**src/rtl/spi_slave_rx.sv**
```systemverilog
// spi_slave_rx: dual-lane SPI receiver, MSB-first on SCK rise while SSEL is low.
// Optional SSEL-low watchdog enabled by SPI_RX_TIMEOUT_EN.
module spi_slave_rx #(
   parameter int NBITS       = 32,
   parameter int SYNC_STAGES = 2,
   parameter int TIMEOUT     = 4095
) (
   input  logic             clk,
   input  logic             reset,
   input  logic             en,
   input  logic             SSEL,
   input  logic             SCK,
   input  logic             DATA_IN0,
   input  logic             DATA_IN1,
   output logic [NBITS-1:0] rx_data0,
   output logic [NBITS-1:0] rx_data1,
   output logic             rx_valid,
   output logic             frame_err,
   output logic             busy,
   output logic [15:0]      frame_count
);
   localparam int CW = $clog2(NBITS + 1);
   typedef enum logic [1:0] {IDLE, SHIFT, LOAD, WAIT_END} state_e;
   state_e state_q, state_d;
   logic [SYNC_STAGES-1:0][3:0] sync_q;
   logic [1:0] hist_q;
   logic [3:0] s;
   logic ssel_fall, ssel_rise, sck_rise, timeout;
   logic [CW-1:0] bitcnt_q, bitcnt_d;
   logic [NBITS-1:0] sh0_q, sh0_d, sh1_q, sh1_d, rx0_q, rx0_d, rx1_q, rx1_d;
   logic valid_q, valid_d, err_q, err_d;
   logic [15:0] cnt_q, cnt_d;
   // Lanes ride the same chain as SCK so the sampled bit lines up with the detected edge.
   assign s         = sync_q[SYNC_STAGES-1];
   assign ssel_fall = hist_q[1] & ~s[3];
   assign ssel_rise = ~hist_q[1] & s[3];
   assign sck_rise  = ~hist_q[0] & s[2];
   always_ff @(posedge clk) begin
      if (reset) begin
         sync_q <= '0;
         hist_q <= '0;
      end else begin
         sync_q <= {sync_q[SYNC_STAGES-2:0], {SSEL, SCK, DATA_IN1, DATA_IN0}};
         hist_q <= s[3:2];
      end
   end
`ifdef SPI_RX_TIMEOUT_EN
   logic [11:0] wd_q;
   assign timeout = wd_q == 12'(TIMEOUT);
   always_ff @(posedge clk) begin
      if (reset) wd_q <= '0;
      else wd_q <= (state_q != SHIFT || sck_rise) ? '0 : wd_q + 12'd1;
   end
`else
   assign timeout = (TIMEOUT < 0);
`endif
   always_comb begin
      state_d  = state_q;
      bitcnt_d = bitcnt_q;
      sh0_d    = sh0_q;
      sh1_d    = sh1_q;
      rx0_d    = rx0_q;
      rx1_d    = rx1_q;
      cnt_d    = cnt_q;
      valid_d  = 1'b0;
      err_d    = 1'b0;
      if (!en) begin
         state_d  = IDLE;
         bitcnt_d = '0;
         sh0_d    = '0;
         sh1_d    = '0;
      end else begin
         case (state_q)
            IDLE: begin
               state_d  = ssel_fall ? SHIFT : IDLE;
               bitcnt_d = '0;
            end
            SHIFT: begin
               if (sck_rise) begin
                  sh0_d    = {sh0_q[NBITS-2:0], s[0]};
                  sh1_d    = {sh1_q[NBITS-2:0], s[1]};
                  bitcnt_d = bitcnt_q + CW'(1);
               end
               // A completing edge wins over a simultaneous SSEL rise.
               if (sck_rise && bitcnt_q == CW'(NBITS - 1)) state_d = LOAD;
               else if (ssel_rise) begin
                  err_d   = 1'b1;
                  state_d = IDLE;
               end else if (timeout) begin
                  err_d   = 1'b1;
                  state_d = WAIT_END;
               end
            end
            LOAD: begin
               rx0_d   = sh0_q;
               rx1_d   = sh1_q;
               valid_d = 1'b1;
               cnt_d   = cnt_q + 16'd1;
               state_d = s[3] ? IDLE : WAIT_END;
            end
            WAIT_END: begin
               err_d   = sck_rise;
               state_d = s[3] ? IDLE : WAIT_END;
            end
            default: state_d = IDLE;
         endcase
      end
   end
   always_ff @(posedge clk) begin
      if (reset) begin
         state_q  <= IDLE;
         bitcnt_q <= '0;
         sh0_q    <= '0;
         sh1_q    <= '0;
         rx0_q    <= '0;
         rx1_q    <= '0;
         cnt_q    <= '0;
         valid_q  <= 1'b0;
         err_q    <= 1'b0;
      end else begin
         state_q  <= state_d;
         bitcnt_q <= bitcnt_d;
         sh0_q    <= sh0_d;
         sh1_q    <= sh1_d;
         rx0_q    <= rx0_d;
         rx1_q    <= rx1_d;
         cnt_q    <= cnt_d;
         valid_q  <= valid_d;
         err_q    <= err_d;
      end
   end
   assign rx_data0    = rx0_q;
   assign rx_data1    = rx1_q;
   assign rx_valid    = valid_q;
   assign frame_err   = err_q;
   assign busy        = state_q != IDLE;
   assign frame_count = cnt_q;
endmodule

```
**config.mk**
```make
export PLATFORM = sky130hd
export DESIGN_NAME = spi_slave_rx
export DESIGN_NICKNAME = d
export VERILOG_FILES = /design/src/rtl/spi_slave_rx.sv
export SDC_FILE = /design/constraint.sdc
export NUM_CORES = 1
export LEC_CHECK = 0
export BUFFER_PORTS_ARGS = -buffer_cell sky130_fd_sc_hd__buf_2
export CORE_ASPECT_RATIO = 1.1
export CORE_MARGIN = 2
export CORE_UTILIZATION = 50
export DETAILED_ROUTE_END_ITERATION = 7
export PLACE_DENSITY = 0.72
export RECOVER_POWER = 25
export SLEW_MARGIN = 20
export SYNTH_ARGS = -nofsm -noshare
export SYNTH_HDL_FRONTEND = slang
export SYNTH_SLANG_ARGS = --single-unit
```
**constraint.sdc**
```tcl
create_clock -name clk -period 2.7 [get_ports clk]
set_input_delay 0.135 -clock clk [delete_from_list [all_inputs] [get_ports clk]]
set_output_delay 0.135 -clock clk [all_outputs]
set_load 0.005 [all_outputs]
```
==> run summary <==
status - complete, but fails checks
failing checks - capacitance limit, slew limit
Placed Cells - 917
Die Width - 107 µm
maximum clock path buffer count - 2
Num CTS Buffers - 17
net count after synthesis - 731
Worst setup SP type - input pin
global-route wire length before repair - 19.8 mm
top-area cell type share of the netlist area - 0.563
Yosys reg bits - 164
crit share post-route - 0.729
die area - 12600 µm²
average cell area after synthesis - 8.08 µm²
Peak Freq - 508 MHz
mux share of post-synthesis cell area - 0.00386
Iteration-0 DRC Markers - 285
vias post-DR - 4837
P_sw - 0.979 mW
DRC errors left - 0
final wirelength - 11.5 mm
Worst path top cell family by delay - buffers and inverters
CTS tree - yes
cell row count - 41
crit path cell chain - buf_4 > clkbuf_1 > nor2b_1
IO Pins - 90
core area - 11400 µm²
Placed Area - 6380 µm²
Port-buffer cells - 89
P&R area growth vs syn - 20.7%
crit path kind - in2reg
Routed Antenna Nets - 0
post-route cell area - 7040 µm²
xor/xnor share of the synthesized area - 0.0165
grt total ovfl - 0
Reg power frac - 0.483
critical path peak fanout - 51
hold_ws - 141 ps
layout cells sized above 1 - 0.157
Initial Util - 0.510
Least-Margin Pin Slew - 2080 ps
clk root buf - clkbuf_16
Total GRT Usage - 0.192
hold crit path type - in2reg
Worst-path clk slew - 60 ps
Clk pwr share - 0.504
Sink Count - 164
largest net degree at the start of global routing - 71
slowest CP cell - clkbuf_1
final hold violation count - 0
final number of setup-violating endpoints - 0
CP endpoint kind - register
Arr. time, crit path - 2180 ps
Net Sw Frac - 0.195
Post-Synth Adder-Cell Area - 0.00429
Syn Inst Count - 722
Internal - 4.05 mW
vias in the first global route - 4497
most common cell after layout, fill and taps aside - nand2_1
max-cap viol count - 1
Yosys top cell by area - dfxtp_1
initial antenna violation count - 0
Synth Warn # - 0
pwr/cell area - 713 nW/µm²
Final Non-Filler Cells - 953
GPL Wtd Cong - 0.763
Synth Area in Compound Gates - 0.129
WP buf/inv - 2
n_diodes - 0
largest family of logic cells by synthesized area - simple AND/OR/NAND/NOR gates
Vias/cell - 5.08
total negative slack - 0 ps
Layout Nets - 799
Worst-Skew Late Latency - 420 ps
most frequent cells in the layout - 266 x nand2_1, 164 x dfxtp_1, 138 x a21oi_1
Max IR drop VDD - 0.385 mV
H-tree levels - 4
Combinational Power Share - 0.012
pins over their slew limit - 52
slowest stage delay, CP - 1540 ps
Pre-antenna DRT Iters - 4
Tmin final - 1970 ps
simple-gate share of the synthesized area - 0.245
total power - 5.03 mW
HPWL Detailed - 7.64 mm
Max-slew headroom - -0.389
WL per Instance - 12.1 µm
P_leak - 2.51 nW
Die Y-Extent - 117 µm
synth top area cells - dfxtp_1 56%, nand2_1 17%, a21oi_1 12%, clkbuf_1 2.3%, xnor2_1 1.4%
synth unique cells - 34
Gates resized, CTS repair - 0
Worst Path Required - 2910 ps
Post-Syn Area - 5840 µm²
clock skew - 13.8 ps
RSZ-0062 raised after global routing - false
register area share after synthesis - 0.563
## sequential cells by signal (all words and copies together), names as in the netlist, 4 cells and up
signal,count
sh1_q,32
rx_data1,32
sync_q,4
frame_count,16
s,4
sh0_q,32
bitcnt_q,6
rx_data0,32
## metrics by stage
step | setup slack (ps) | utilization
6_report | 731 | 0.616
5_1_grt | 453 | 0.616
4_1_cts | 780 | 0.617
3_5_place_dp | 796 | 0.558
3_3_place_gp | 837 | 0.558
2_1_floorplan | 1060 | -
## per-layer routing
layer  track usage  part of all wire  up-vias
li1              -                 -     2498
met1         0.223              0.44     2236
met2         0.338              0.52       93
met3        0.0484             0.035       10
met4        0.0690             0.011        0
met5             0                 0        -
## worst paths after layout
| path | start | endpoint | slack [ps] | cells past startpoint |
|---|---|---|---|---|
| max reg2reg | state_q[0]$_SDFFE_PP0P_ | frame_count[5]$_SDFFE_PP0P_ | 780 | 5 |
| min reg2reg | sync_q[2]$_SDFF_PP0_ | s[2]$_SDFF_PP0_ | 430 | 1 |
| min | reset | frame_count[10]$_SDFFE_PP0P_ | 140 | 2 |
| max | reset | sync_q[3]$_SDFF_PP0_ | 730 | 3 |
## final cells by class
cell class	count	area, µm²
clock buffer	21	460
clock inverter	11	174
fill	1026	4400
inverter	5	18.8
multi-input combinational	502	2360
sequential	164	3280
tap	150	188
timing repair buffer	100	564
## power groups by stage
stage               Clock (mW)  Combinational, mW  Sequential [mW]
finish                    2.53             0.0626             2.43
global route              2.69             0.0698             2.43
CTS                       2.58             0.0635             2.43
detailed placement           0             0.0588             2.48
global placement             0             0.0587             2.48
floorplan                    0             0.0427             2.48
## timing repair
item | in CTS | in global routing
hold buffers | 4 | 0
setup buffers | 0 | 0
endpoints found under the hold margin | 4 | 0
## logic make-up after synthesis
kind of cell,after synthesis
and+or+nand+nor,339
DFF,164
AOI/OAI and AO/OA,148
buffers and inverters,56
xor gates and xnor gates,11
muxes,2
adders and majority gates,2
## synthesized netlist by cell type (all sizes together)
library cell  count
a21o              1
a32oi             1
mux2              2
nand3             7
nor2b            12
nand4bb           1
or3               6
nor2             18
nand4b            2
a31oi             1
nor4b             1
nand4             5
ha                2
dfxtp           164
xnor2             9
nand3b            2
a21oi           138
or2               2
o21ai             5
o31ai             1
inv               5
nor4              5
nor3              5
clkbuf           35
nand2           266
nand2b            2
xor2              2
and3b             1
buf              16
or4               1
a2bb2oi           1
nor3b             3
Note: power is estimated with default switching activity, not from simulation.
